--- config.mk ---
export PLATFORM = sky130hd
export DESIGN_NAME = seg7_scan_decoder
export DESIGN_NICKNAME = d
export VERILOG_FILES = /design/src/rtl/seg7_scan_decoder.sv
export SDC_FILE = /design/constraint.sdc
export NUM_CORES = 1
export LEC_CHECK = 0
export CAP_MARGIN = 20
export CORE_AREA = 3 3 103 85
export CTS_CLUSTER_DIAMETER = 60
export DETAILED_ROUTE_END_ITERATION = 8
export DIE_AREA = 0 0 106 88
export PLACE_DENSITY = 0.86
export SLEW_MARGIN = 40
export SYNTH_ARGS = -nofsm -noshare
export SYNTH_HDL_FRONTEND = slang
export SYNTH_SLANG_ARGS = --single-unit
--- constraint.sdc ---
create_clock -name clk -period 5.3 [get_ports clk]
set_input_delay 1.325 -clock clk [delete_from_list [all_inputs] [get_ports clk]]
set_output_delay 1.325 -clock clk [all_outputs]
set_load 0.03 [all_outputs]
--- src/rtl/seg7_scan_decoder.sv ---
`default_nettype none
// =============================================================================
// seg7_scan_decoder
//   Recovers BCD digits from a multiplexed, active-low 8-digit 7-segment bus.
// Revision: 1.0
// =============================================================================
module seg7_scan_decoder #(
    parameter int STABLE_CYCLES = 4
) (
    input  logic        clk,
    input  logic        rst_n,
    input  logic [7:0]  iAn,
    input  logic [6:0]  iSeg,
    output logic [31:0] oDigits,
    output logic [7:0]  oValid,
    output logic        oUpdate,
    output logic        oFrameDone
);

    typedef enum logic [1:0] {
        IDLE  = 2'd0,
        TRACK = 2'd1,
        HOLD  = 2'd2
    } state_t;

    localparam logic [3:0]  STABLE_CNT = 4'(STABLE_CYCLES);
    localparam logic [14:0] PAIR_RST   = {8'hFF, 7'h7F};

    state_t      state_q;
    logic [14:0] pair_q;
    logic [3:0]  count_q, count_d;
    logic [7:0]  seen_q, seen_d;
    logic [31:0] digits_q;
    logic [7:0]  valid_q;
    logic        update_q;
    logic        frame_q;

    logic [14:0] w_pair;
    logic        w_single;
    logic [2:0]  w_pos;
    logic [3:0]  w_zeros;
    logic [3:0]  w_dec_val;
    logic        w_dec_legal;
    logic        w_frame_full;

    assign w_pair = {iAn, iSeg};

    always_comb begin
        w_zeros = 4'd0;
        w_pos   = 3'd0;
        for (int i = 0; i < 8; i++) begin
            if (!iAn[i]) begin
                w_zeros = w_zeros + 4'd1;
                w_pos   = 3'(i);
            end
        end
    end

    assign w_single = (w_zeros == 4'd1);

    always_comb begin
        w_dec_legal = 1'b1;
        case (iSeg)
            7'b1000000: w_dec_val = 4'd0;
            7'b1111001: w_dec_val = 4'd1;
            7'b0100100: w_dec_val = 4'd2;
            7'b0110000: w_dec_val = 4'd3;
            7'b0011001: w_dec_val = 4'd4;
            7'b0010010: w_dec_val = 4'd5;
            7'b0000010: w_dec_val = 4'd6;
            7'b1111000: w_dec_val = 4'd7;
            7'b0000000: w_dec_val = 4'd8;
            7'b0010000: w_dec_val = 4'd9;
            default: begin
                w_dec_val   = 4'hF;
                w_dec_legal = 1'b0;
            end
        endcase
    end

    // Run length of identical single-select samples, saturating at the threshold
    always_comb begin
        if (w_single && (w_pair == pair_q)) begin
            count_d = (count_q >= STABLE_CNT) ? STABLE_CNT : count_q + 4'd1;
        end else begin
            count_d = w_single ? 4'd1 : 4'd0;
        end
    end

    assign seen_d       = seen_q | (8'd1 << w_pos);
    assign w_frame_full = (seen_d == 8'hFF);

    always_ff @(posedge clk) begin
        if (!rst_n) begin
            state_q  <= IDLE;
            pair_q   <= PAIR_RST;
            count_q  <= 4'd0;
            seen_q   <= 8'd0;
            digits_q <= 32'hFFFF_FFFF;
            valid_q  <= 8'd0;
            update_q <= 1'b0;
            frame_q  <= 1'b0;
        end else begin
            pair_q   <= w_pair;
            count_q  <= count_d;
            update_q <= 1'b0;
            frame_q  <= 1'b0;
            case (state_q)
                IDLE: begin
                    if (w_single) state_q <= TRACK;
                end
                TRACK: begin
                    if (!w_single) begin
                        state_q <= IDLE;
                    end else if (count_d == STABLE_CNT) begin
                        state_q                      <= HOLD;
                        digits_q[{w_pos, 2'b00} +: 4] <= w_dec_val;
                        valid_q[w_pos]               <= w_dec_legal;
                        update_q                     <= 1'b1;
                        frame_q                      <= w_frame_full;
                        seen_q                       <= w_frame_full ? 8'd0 : seen_d;
                    end
                end
                HOLD: begin
                    if (!w_single) begin
                        state_q <= IDLE;
                    end else if (w_pair != pair_q) begin
                        state_q <= TRACK;
                    end
                end
                default: state_q <= IDLE;
            endcase
        end
    end

    assign oDigits    = digits_q;
    assign oValid     = valid_q;
    assign oUpdate    = update_q;
    assign oFrameDone = frame_q;

endmodule
`default_nettype wire

==> results.md <==
* Max_slew headroom at 0.557
* Starting density of the core at 0.488
* Synth Area per Inst at 8.99 sq um
* CTS Buffer Depth at 2
* Synth async-reset ratio at 0
* Core Util, Final at 0.681
* Hold Startpoint: oValid[6]
* R2r setup slk at 2370 ps
* H-tree depth at 3
* Max stage delay cell, worst path: xor3_2
* Failing checks: DRC
* Status: finished with violations
* Residual DRC at 13
* Post-synth EDFFs at 0
* Clock tree root buffer cell: clkbuf_8
* Cell area after synthesis at 3820 sq um
* Most used DFF post-synth: dfxtp_1
* Top-count cell post-synth: dfxtp_1
* Largest net degree at the start of global routing at 35
* Finish-stage setup viols at 0
* Synth area leader: dfxtp_1
* Worst-Margin Slew at 661 ps
* Post-Layout Cell Count at 638
* Worst R2R End: oDigits[11]
* Total Routing Usage GR at 0.220
* CTS tree: built
* Crit start category: primary input
* First-pass GRT wire length at 16,500 um
* Die height at 88 um
* Minimum clock period at 5280 ps
* Final period utilization at 0.996
* WL final at 10,900 um
* P&R area growth vs syn at 39.6%
* Setup Skew at 11.1 ps
* Io pins at 59
* Clock transition at path regs at 80 ps
* Die footprint at 9330 sq um
* Initial drt markers at 370
* Post-synthesis sequential area ratio at 0.372
* Max Clk Rate at 0.189 GHz
* RSZ-0062 raised after global routing: true
* Peak VDD IR at 178 uV
* # clock sinks at 71
* Largest cells by area after synthesis: dfxtp_1 37%, mux2i_1 9.4%, ha_1 4.6%
* CP Data Required Time at 5590 ps
* Inst Count DP at 598
* Distinct cells, synth at 63
* Layout cell share with drive strength beyond 1 at 0.228
* Post-synth top cells: 71 x dfxtp_1, 45 x nor2_1, 36 x mux2i_1
* Hold-critical path depth at 2
* Crit path max fanout at 8
* Crit path kind: primary input to register
* Clock Latency Late Sink at 360 ps
* CP arrival at 5570 ps
* Die W at 106 um
* Max-cap viol count at 0
* Final hold vios at 0
* Final HPWL DP at 6860 um
* Diodes inserted at 0
* FP Rows at 29
* Hold WC Path Type: register to register
* R2r startpoint: pair_q[7]
* Core ar. at 7840 sq um
* Placer Congestion at 0.868
* # nets final at 556
* # hold bufs at CTS at 0
* Port-buffer cells at 58
* Crit-path max cell delay at 470 ps
* Synth Register Bits at 71
* GRT Residual Overflow at 0
* Post-synthesis net count at 456
* Post-Syn Instances at 425
* YS warnings at 0
* Worst path cell trace: buf_6 -> inv_4 -> ha_4 -> buf_6 -> xor3_2 -> buf_4 -> xnor2_2 -> ha_4 -> nand2b_4 -> o21a_1 -> a41oi_2 -> ha_1 -> mux2_4 -> ha_2 -> nor2b_4 -> xnor2_2 -> xnor2_2 -> buf_4 -> nor4_4 -> buf_6 -> a41oi_1 -> nor2_1
* Drt pass-1 iters at 9
* Max Slew Vio Count at 0
* Post-synth top area share at 0.372
* Leak pwr at 2.27 nW
* Via density per instance at 5.66
* Fillers at 569
* Crit. End Element: register
* Num CTS Buffers at 9
* Via Count at 3,612
* Vias in the first global route at 3,467
* Routed len/inst at 17.0 um
* Min-Delay Endpoint: oValid[6]
* Worst Reg2Reg Path Length in Cells at 8
* PD cells at 278 nW/um^2
* Final ANT Viol Nets at 0
* Antenna violations before repair at 0
## what timing repair did
action | in CTS | in global routing
endpoints found under the hold margin | 0 | 0
buffers inserted | 15 | 7
gates resized for setup | 18 | 34
cloned | 1 | 1
setup endpoints to repair | 51 | 51
pin swaps | 11 | 16
## cell type report
| class | count | area [sq um] | share of cell area |
|---|---|---|---|
| well taps | 108 | 135 | 0.0253 |
| inverters | 16 | 65.1 | 0.0122 |
| clock buffers | 10 | 128 | 0.0239 |
| flip-flops and latches | 71 | 1420 | 0.266 |
| multi-input cells | 312 | 2470 | 0.463 |
| clock inverters | 6 | 68.8 | 0.0129 |
| repair buffers | 115 | 1050 | 0.196 |
## state kept, by name, summed over array words and instances (netlist names)
register    flops
pair_q         15
oValid          8
state_q         2
count_q         4
oDigits        32
oUpdate         1
oFrameDone      1
seen_q          8
## report_power, final
part	leakage, nW	switching (mW)	internal [mW]
logic	1.60	0.256	0.243
clock network	0.0973	0.216	0.221
registers	0.578	0.00554	0.544
total	2.27	0.477	1.01
## stage by stage
stage	power, mW	hold slack [ps]	area (sq um)	setup slack (ps)	TNS, ps
2_1_floorplan	0.791	434	3860	3.90	0
3_3_place_gp	0.890	451	4730	-555	-24210
3_5_place_dp	0.905	463	4730	-831	-35520
4_1_cts	1.39	483	5090	-9.15	-9.23
5_1_grt	1.54	504	5340	-125	-1200
6_report	1.49	487	5340	19.0	0
## critical path: cells and delay by family
family | cells | cell delay, ps
mux | 1 | 280
compound gates | 3 | 490
simple gates | 4 | 670
xor+xnor | 4 | 960
buf+inv | 6 | 800
fa+ha+maj | 4 | 1050
## worst max path at each step
stage / end / depth (start not counted) / startpoint
after floorplan: seen_q[0] / 21 / iAn[0]
after global placement: seen_q[1] / 25 / iAn[0]
after detailed placement: seen_q[1] / 25 / iAn[0]
after CTS: seen_q[1] / 25 / iAn[0]
after global routing: seen_q[1] / 25 / iAn[1]
final: seen_q[7] / 22 / iAn[0]
## cell usage in the layout (no fill, tap or decap), types with 3 or more instances in the layout
cell type        instances
inv_1                   12
buf_6                    5
and2_1                   4
ha_1                     8
ha_4                     5
nand3_1                  9
nand4_1                 13
buf_4                   52
dfxtp_1                 71
xnor2_1                  5
clkdlybuf4s50_1         55
o21a_1                   4
nand2_1                 27
nor4_1                   9
nand2b_1                17
a21oi_1                  6
or3_1                    3
and3_1                   3
xor2_1                  16
xnor2_2                  3
mux2i_1                 36
nor3_1                  15
a31oi_1                  4
o21ai_0                  9
nor2b_1                  7
nor2_1                  43
nor3b_1                  4
clkbuf_8                 9
## logic make-up (layout without fill, tap and decap cells)
group                    Yosys count  after routing  synth area share
AND/OR/NAND/NOR                  181            182             0.271
flip-flops                        71             71             0.372
AO/OA/AOI/OAI                     50             50            0.0926
buffers and inverters             43            147            0.0455
multiplexers                      37             37            0.0972
XOR/XNOR                          28             28            0.0753
adder cells (fa/ha/maj)           14             14            0.0458
other                              1              1          0.000981
## metal layers
metal	GRT usage	vias to the layer above	routed length, um
met3	0.0597	28	691
li1	-	1699	-
met4	0.0812	0	230
met5	0	-	0
met2	0.371	157	5400
met1	0.274	1728	4540
Note: power is estimated with default switching activity, not from simulation.
